$ cat src/rtl/ssp_receiver.sv
// SSP frame receiver: samples the peer's serial clock/sync/data in the
// pclk domain, assembles MSB-first words and pushes them into the RX FIFO.
// Reports overruns (sticky) and mid-word sync framing errors (pulse).
module ssp_receiver #(
    parameter int DATA_WIDTH = 8
) (
    input  logic                  pclk,
    input  logic                  clear,
    input  logic                  sspclkin,
    input  logic                  sspfssin,
    input  logic                  ssprxd,
    input  logic                  rxfifoint,
    output logic                  rxfifowrite,
    output logic [DATA_WIDTH-1:0] rxdata,
    output logic                  rxoverrun,
    output logic                  rxframeerr,
    output logic                  rxbusy
);

    localparam int               CW   = $clog2(DATA_WIDTH);
    localparam logic [CW-1:0]    LAST = CW'(DATA_WIDTH - 1);

    typedef enum logic {
        IDLE  = 1'b0,
        SHIFT = 1'b1
    } state_t;

    state_t                  state;
    state_t                  state_nxt;
    logic [CW-1:0]           bitcnt;
    logic [CW-1:0]           bitcnt_nxt;
    // The shift register only keeps DATA_WIDTH-1 bits: the final bit is
    // taken straight from ssprxd when the word completes.
    logic [DATA_WIDTH-2:0]   sr;
    logic [DATA_WIDTH-2:0]   sr_nxt;
    logic [DATA_WIDTH-1:0]   word;
    logic                    clk_q;
    logic                    fall;
    logic                    write_nxt;
    logic                    overrun_set;
    logic                    frameerr_nxt;

    // Falling edge of the sampled serial clock; clk_q resets low so no
    // spurious edge appears when reset is released.
    assign fall = clk_q & ~sspclkin;
    assign word = {sr, ssprxd};

    // Next-state, bit counter, shift register and event decode.
    always_comb begin
        state_nxt    = state;
        bitcnt_nxt   = bitcnt;
        sr_nxt       = sr;
        write_nxt    = 1'b0;
        overrun_set  = 1'b0;
        frameerr_nxt = 1'b0;
        case (state)
            IDLE: begin
                if (fall && sspfssin) begin
                    state_nxt  = SHIFT;
                    bitcnt_nxt = '0;
                end else begin
                    state_nxt  = IDLE;
                end
            end
            SHIFT: begin
                if (fall) begin
                    if (bitcnt == LAST) begin
                        // Word complete; a sync on this same edge starts the
                        // next frame without a gap.
                        sr_nxt     = word[DATA_WIDTH-2:0];
                        bitcnt_nxt = '0;
                        if (rxfifoint) begin
                            overrun_set = 1'b1;
                        end else begin
                            write_nxt   = 1'b1;
                        end
                        if (sspfssin) begin
                            state_nxt = SHIFT;
                        end else begin
                            state_nxt = IDLE;
                        end
                    end else if (sspfssin) begin
                        // Mid-word sync: drop the partial word and restart
                        // without shifting this bit in.
                        frameerr_nxt = 1'b1;
                        bitcnt_nxt   = '0;
                        sr_nxt       = '0;
                    end else begin
                        sr_nxt     = word[DATA_WIDTH-2:0];
                        bitcnt_nxt = bitcnt + CW'(1);
                    end
                end else begin
                    state_nxt = SHIFT;
                end
            end
            default: begin
                state_nxt  = IDLE;
                bitcnt_nxt = '0;
            end
        endcase
    end

    // State, datapath and registered outputs.
    always_ff @(posedge pclk or posedge clear) begin
        if (clear) begin
            state       <= IDLE;
            bitcnt      <= '0;
            sr          <= '0;
            clk_q       <= 1'b0;
            rxfifowrite <= 1'b0;
            rxdata      <= '0;
            rxoverrun   <= 1'b0;
            rxframeerr  <= 1'b0;
            rxbusy      <= 1'b0;
        end else begin
            state       <= state_nxt;
            bitcnt      <= bitcnt_nxt;
            sr          <= sr_nxt;
            clk_q       <= sspclkin;
            rxfifowrite <= write_nxt;
            rxdata      <= write_nxt ? word : rxdata;
            rxoverrun   <= rxoverrun | overrun_set;
            rxframeerr  <= frameerr_nxt;
            rxbusy      <= (state_nxt == SHIFT);
        end
    end

endmodule

$ cat config.mk
export PLATFORM = sky130hd
export DESIGN_NAME = ssp_receiver
export DESIGN_NICKNAME = d
export VERILOG_FILES = /design/src/rtl/ssp_receiver.sv
export SDC_FILE = /design/constraint.sdc
export NUM_CORES = 1
export LEC_CHECK = 0
export CORE_MARGIN = 1
export CORE_UTILIZATION = 50
export DETAILED_ROUTE_END_ITERATION = 6
export PLACE_DENSITY = 0.78
export SLEW_MARGIN = 20
export SYNTH_ARGS = -nofsm -noshare
export SYNTH_HDL_FRONTEND = slang
export SYNTH_SLANG_ARGS = --single-unit
$ cat constraint.sdc
create_clock -name pclk -period 2.3 [get_ports pclk]
set_clock_uncertainty 0.15 [all_clocks]
set_input_delay 0.23 -clock pclk [delete_from_list [all_inputs] [get_ports pclk]]
set_output_delay 0.23 -clock pclk [all_outputs]
set_load 0.005 [all_outputs]
# ---- Yosys cells after proc, flatten, opt, wreduce, memory -nomap -nowiden
# Cells that the tools add are included.
dict set report totals {
  regBits 23
  inputBits 6
  wordCells 42
}
dict set report op_classes {
  add_sub_neg 1
  eq_ne 3
  n_mux 23
  bitwise 4
  n_reduce_logical 3
}
# cell n
set ops {}
lappend ops {{2-to-1 mux 1 bit} 15}
lappend ops {{2-to-1 mux 7 bit} 2}
lappend ops {{2-to-1 mux 3 bit} 4}
lappend ops {{case mux 3 bit (2 select lines)} 1}
lappend ops {{AND reduction 2 bit} 2}
lappend ops {{adder 3 x 1 -> 3 bit (second input constant)} 1}
lappend ops {{== test 3 bit (second input constant)} 1}
lappend ops {{!= test 2 x 1 -> 1 bit (second input constant)} 1}
lappend ops {{!= test 2 bit (second input constant)} 1}
lappend ops {{NOT 1 bit} 2}
lappend ops {{case mux 1 bit (2 select lines)} 1}
lappend ops {{bitwise AND 1 bit} 1}
lappend ops {{logical AND 1 bit} 1}
lappend ops {{bitwise OR 1 bit} 1}

# ---- Longest topological paths before layout
dict set report depth {
  depth_word 5
  mapped_depth 5
  mapped_depth_nobuf 5
}

# ---- Worst setup path after synthesis
# OpenSTA, ideal clock, no wires.
dict set report synth_timing {
  kind {register to register}
  from {register bitcnt[0]}
  to {register rxdata[0]}
  setup_ps 125
  t_arrival_ps 1300
  setup_slack_ps 725
  stages_incl_launch_ff 6
  n_path_buf 1
  path_cell_list {dfrtp_1 ha_1 ha_1 nor3b_2 buf_6 mux2_2}
}
dict set report synth_between {
  elab_chain_cells 4
}
# element line
set synth_rtl {}
lappend synth_rtl {{from (decl)} 30} ;# logic [CW-1:0] bitcnt;
lappend synth_rtl {{from (signal assigned)} 117} ;# bitcnt <= bitcnt_nxt;
lappend synth_rtl {{== test 3 bit} 67} ;# if (bitcnt == LAST) begin
lappend synth_rtl {{2-to-1 mux 1 bit} 67}
lappend synth_rtl {{2-to-1 mux 1 bit} 66} ;# if (fall) begin
lappend synth_rtl {{2-to-1 mux 1 bit} 56} ;# case (state)
lappend synth_rtl {{via write_nxt} 39} ;# logic write_nxt;
lappend synth_rtl {{to (signal assigned)} 121} ;# rxdata <= write_nxt ? word : rxdata;
lappend synth_rtl {{to (decl)} 14} ;# output logic [DATA_WIDTH-1:0] rxdata,
# The timed path passes the listed nets, and every way through them passes these cells.
# A chain may end at the register's enable or synchronous reset.

# ---- Worst setup path in the final report
dict set report layout_timing {
  from {register bitcnt[0]}
  to {register rxdata[4]}
}
dict set report layout_between {
  elab_chain_cells 4
}
# element line
set layout_rtl {}
lappend layout_rtl {{== test 3 bit} 67}
lappend layout_rtl {{2-to-1 mux 1 bit} 67}
lappend layout_rtl {{2-to-1 mux 1 bit} 66}
lappend layout_rtl {{2-to-1 mux 1 bit} 56}
# No other way between the ends.

==> impl_metrics.json <==
{
  "drv_cap": 0,
  "grt_pass1_wl_mm": 2.28,
  "grt_usage_pct": 16.6,
  "fin_nets": 102,
  "cts_buffers": 3,
  "rows": 15,
  "combPwrFrac_pct": 10.4,
  "fin_tns_setup_ns": 0,
  "fmax_mhz": 583,
  "setup_viol": 0,
  "path_cells": "ha_1, ha_1, nor3b_2, buf_4, mux2_2",
  "setup_ws_ns": 0.584,
  "diodes": 0,
  "cp.arrival_ns": 1.76,
  "syn_to_final_growth_pct": 24.8,
  "drive_gt1_share_pct": 18.5,
  "crit_required_ns": 2.35,
  "routed_wl_mm": 1.42,
  "post-dp-hpwl_mm": 1.03,
  "clock_power_share_pct": 25.6,
  "cts_tree": "done",
  "hp-class": "primary input to asynchronous set/reset pin",
  "cts.sinks": 23,
  "powerDensity_nw_per_um2": 603,
  "placed_area_sq_um": 1130,
  "place_congestion": 0.690,
  "grt_pass1_vias": 506,
  "drv_slew": 0,
  "fp.dieW_um": 45.0,
  "dieArea_sq_um": 2030,
  "chipHeight_um": 45.0,
  "grt_antenna_before_repair": 0,
  "htree_levels": 1,
  "ys_warn_count": 0,
  "coreArea_sq_um": 1730,
  "io_buffers": 17,
  "clkLatencyLatePin_ns": 0.30,
  "swShare_pct": 23.6,
  "fin_area_sq_um": 1150,
  "grt-ovfl-total": 0,
  "endpoint_kind": "flop",
  "path_clk_slew_ns": 0.12,
  "ys_ff_latch": 23,
  "hold_viol": 0,
  "crit_path_top_delay_cell": "dfrtp_1",
  "pre_cts_slack_ns": 0.357,
  "drtIter0Drc": 5,
  "power_switching_w": 0.000164,
  "drtPass1Iterations": 4,
  "p_leak_nw": 0.551,
  "root_buffer": "clkbuf_4",
  "cts_buffer_depth": 2,
  "status": "completed",
  "dr_wl_met2_um": 665,
  "fin_crit_ns": 1.72,
  "rsz0062_at_grt": "false",
  "finalPower_w": 0.000696,
  "p_int_w": 0.000532,
  "wl_per_cell_um": 12.1,
  "detail-route-antenna-nets": 0,
  "synthCells": 71,
  "wl_met3_um": 55,
  "vias": 577,
  "cp-start-kind": "flop",
  "highest_layer": "met4",
  "wl_met1_um": 682,
  "period_share_pct": 74.6,
  "power_frac_seq_pct": 64.0,
  "crit_top_cell": "ha_1",
  "synthesis.nets": 80,
  "worstPathMaxFanout": 9,
  "synth_seq_area_share_pct": 62.2,
  "viasPerCell": 4.93,
  "drc": 0,
  "vdd_drop_max_mv": 0.373,
  "io_pins": 18,
  "start_util_pct": 53.6,
  "grt_max_degree": 24,
  "syn_avg_cell_area_sq_um": 13.0,
  "path_class": "flop to flop",
  "slew_headroom_pct": 77.5,
  "ys_types": 16,
  "slowest_delay_ns": 0.38,
  "cts_resized": 0,
  "post_cts_buffers": 0,
  "worst_pin_slew_ns": 0.334,
  "reg2reg_depth": 5,
  "syn_area_sq_um": 925,
  "cts_hold_buffers": 0
}
## layout make-up
class,count,area (sq um)
inverters,1,3.75
repair buffers,19,185
multi-input cells,45,330
fillers,147,573
flip-flops and latches,23,576
clock inverters,1,5.00
well taps,25,31.3
clock buffers,3,22.5
## per-stage QoR
| step | utilization [%] | std cells | hold WS (ns) |
|---|---|---|---|
| 6_report | 66.8 | 117 | 0.108 |
| 5_1_grt | 66.8 | 117 | 0.143 |
| 4_1_cts | 66.8 | 117 | 0.105 |
| 3_5_place_dp | 65.2 | 113 | 0.333 |
| 3_3_place_gp | 65.2 | 113 | 0.309 |
| 2_1_floorplan | - | 71 | 0.0819 |
## cell usage in the layout (no fill, tap or decap)
master and count:
inv_1 1, a22o_1 3, clkbuf_4 3, nand2_1 15, nand2b_1 1, clkdlybuf4s50_1 17, ha_1 3, a41o_1 1
o21ai_0 8, nand3b_4 1, clkinv_2 1, and2b_1 1, nor3b_2 1, buf_4 2, nor3b_1 1, nor3_1 1
dfrtp_1 23, mux2_2 9
## cells in the mapped netlist, drive strengths merged
master,count,area [sq um]
o21ai,8,40.0
mux2,9,101
ha,3,37.5
nand3b,1,20.0
a41o,1,10.0
nand2b,1,6.26
and2b,1,7.51
nand2,15,56.3
buf,1,11.3
nor3,1,5.00
clkbuf,1,3.75
dfrtp,23,576
nor3b,2,20.0
inv,1,3.75
a22o,3,26.3
## sequential cells by signal, indices dropped and copies added, names as in the netlist
register / flops
rxdata: 8
sr: 7
bitcnt: 3
clk_q: 1
rxfifowrite: 1
rxframeerr: 1
rxoverrun: 1
state: 1
## power groups by stage
stage / sequential [W] / clock [W] / combinational (W)
finish: 0.000445 / 0.000178 / 0.0000722
global route: 0.000448 / 0.000209 / 0.0000822
CTS: 0.000446 / 0.000188 / 0.0000742
detailed placement: 0.000453 / 0 / 0.0000748
global placement: 0.000452 / 0 / 0.0000703
floorplan: 0.000449 / 0 / 0.0000457
## worst max-delay path: cells and delay by family, from the launching register on
family / cells / cell delay (ns)
DFF: 1 / 0.38
buffers and inverters: 1 / 0.19
muxes: 1 / 0.35
adders and majority gates: 2 / 0.37
and+or+nand+nor: 1 / 0.17
## final timing paths
check / from / endpoint / slack [ns]
setup / recovery: bitcnt[0] / rxdata[4] / 0.58
hold / removal: clear / rxdata[6] / 0.11
setup reg to reg: bitcnt[0] / rxdata[4] / 0.58
hold reg to reg: rxoverrun / rxoverrun / 0.35
max in group asynchronous: clear / state / 1.67
min in group pclk: sspclkin / clk_q / 0.26
## cells by family (layout without fill, tap and decap cells)
| family | Yosys count | count (layout) | share of synthesized area, % |
|---|---|---|---|
| flops | 23 | 23 | 62.2 |
| buf+inv | 3 | 24 | 2.03 |
| simple gates | 21 | 21 | 12.4 |
| fa+ha+maj | 3 | 3 | 4.06 |
| compound gates | 12 | 12 | 8.26 |
| mux | 9 | 9 | 11.0 |
## routing by layer
layer / global-route usage (%) / vias up
met1: 24.1 / 275
li1: - / 287
met3: 3.60 / 2
met4: 9.09 / 0
met2: 22.9 / 13
met5: 0 / -
Power figures use the tool's default switching activity.
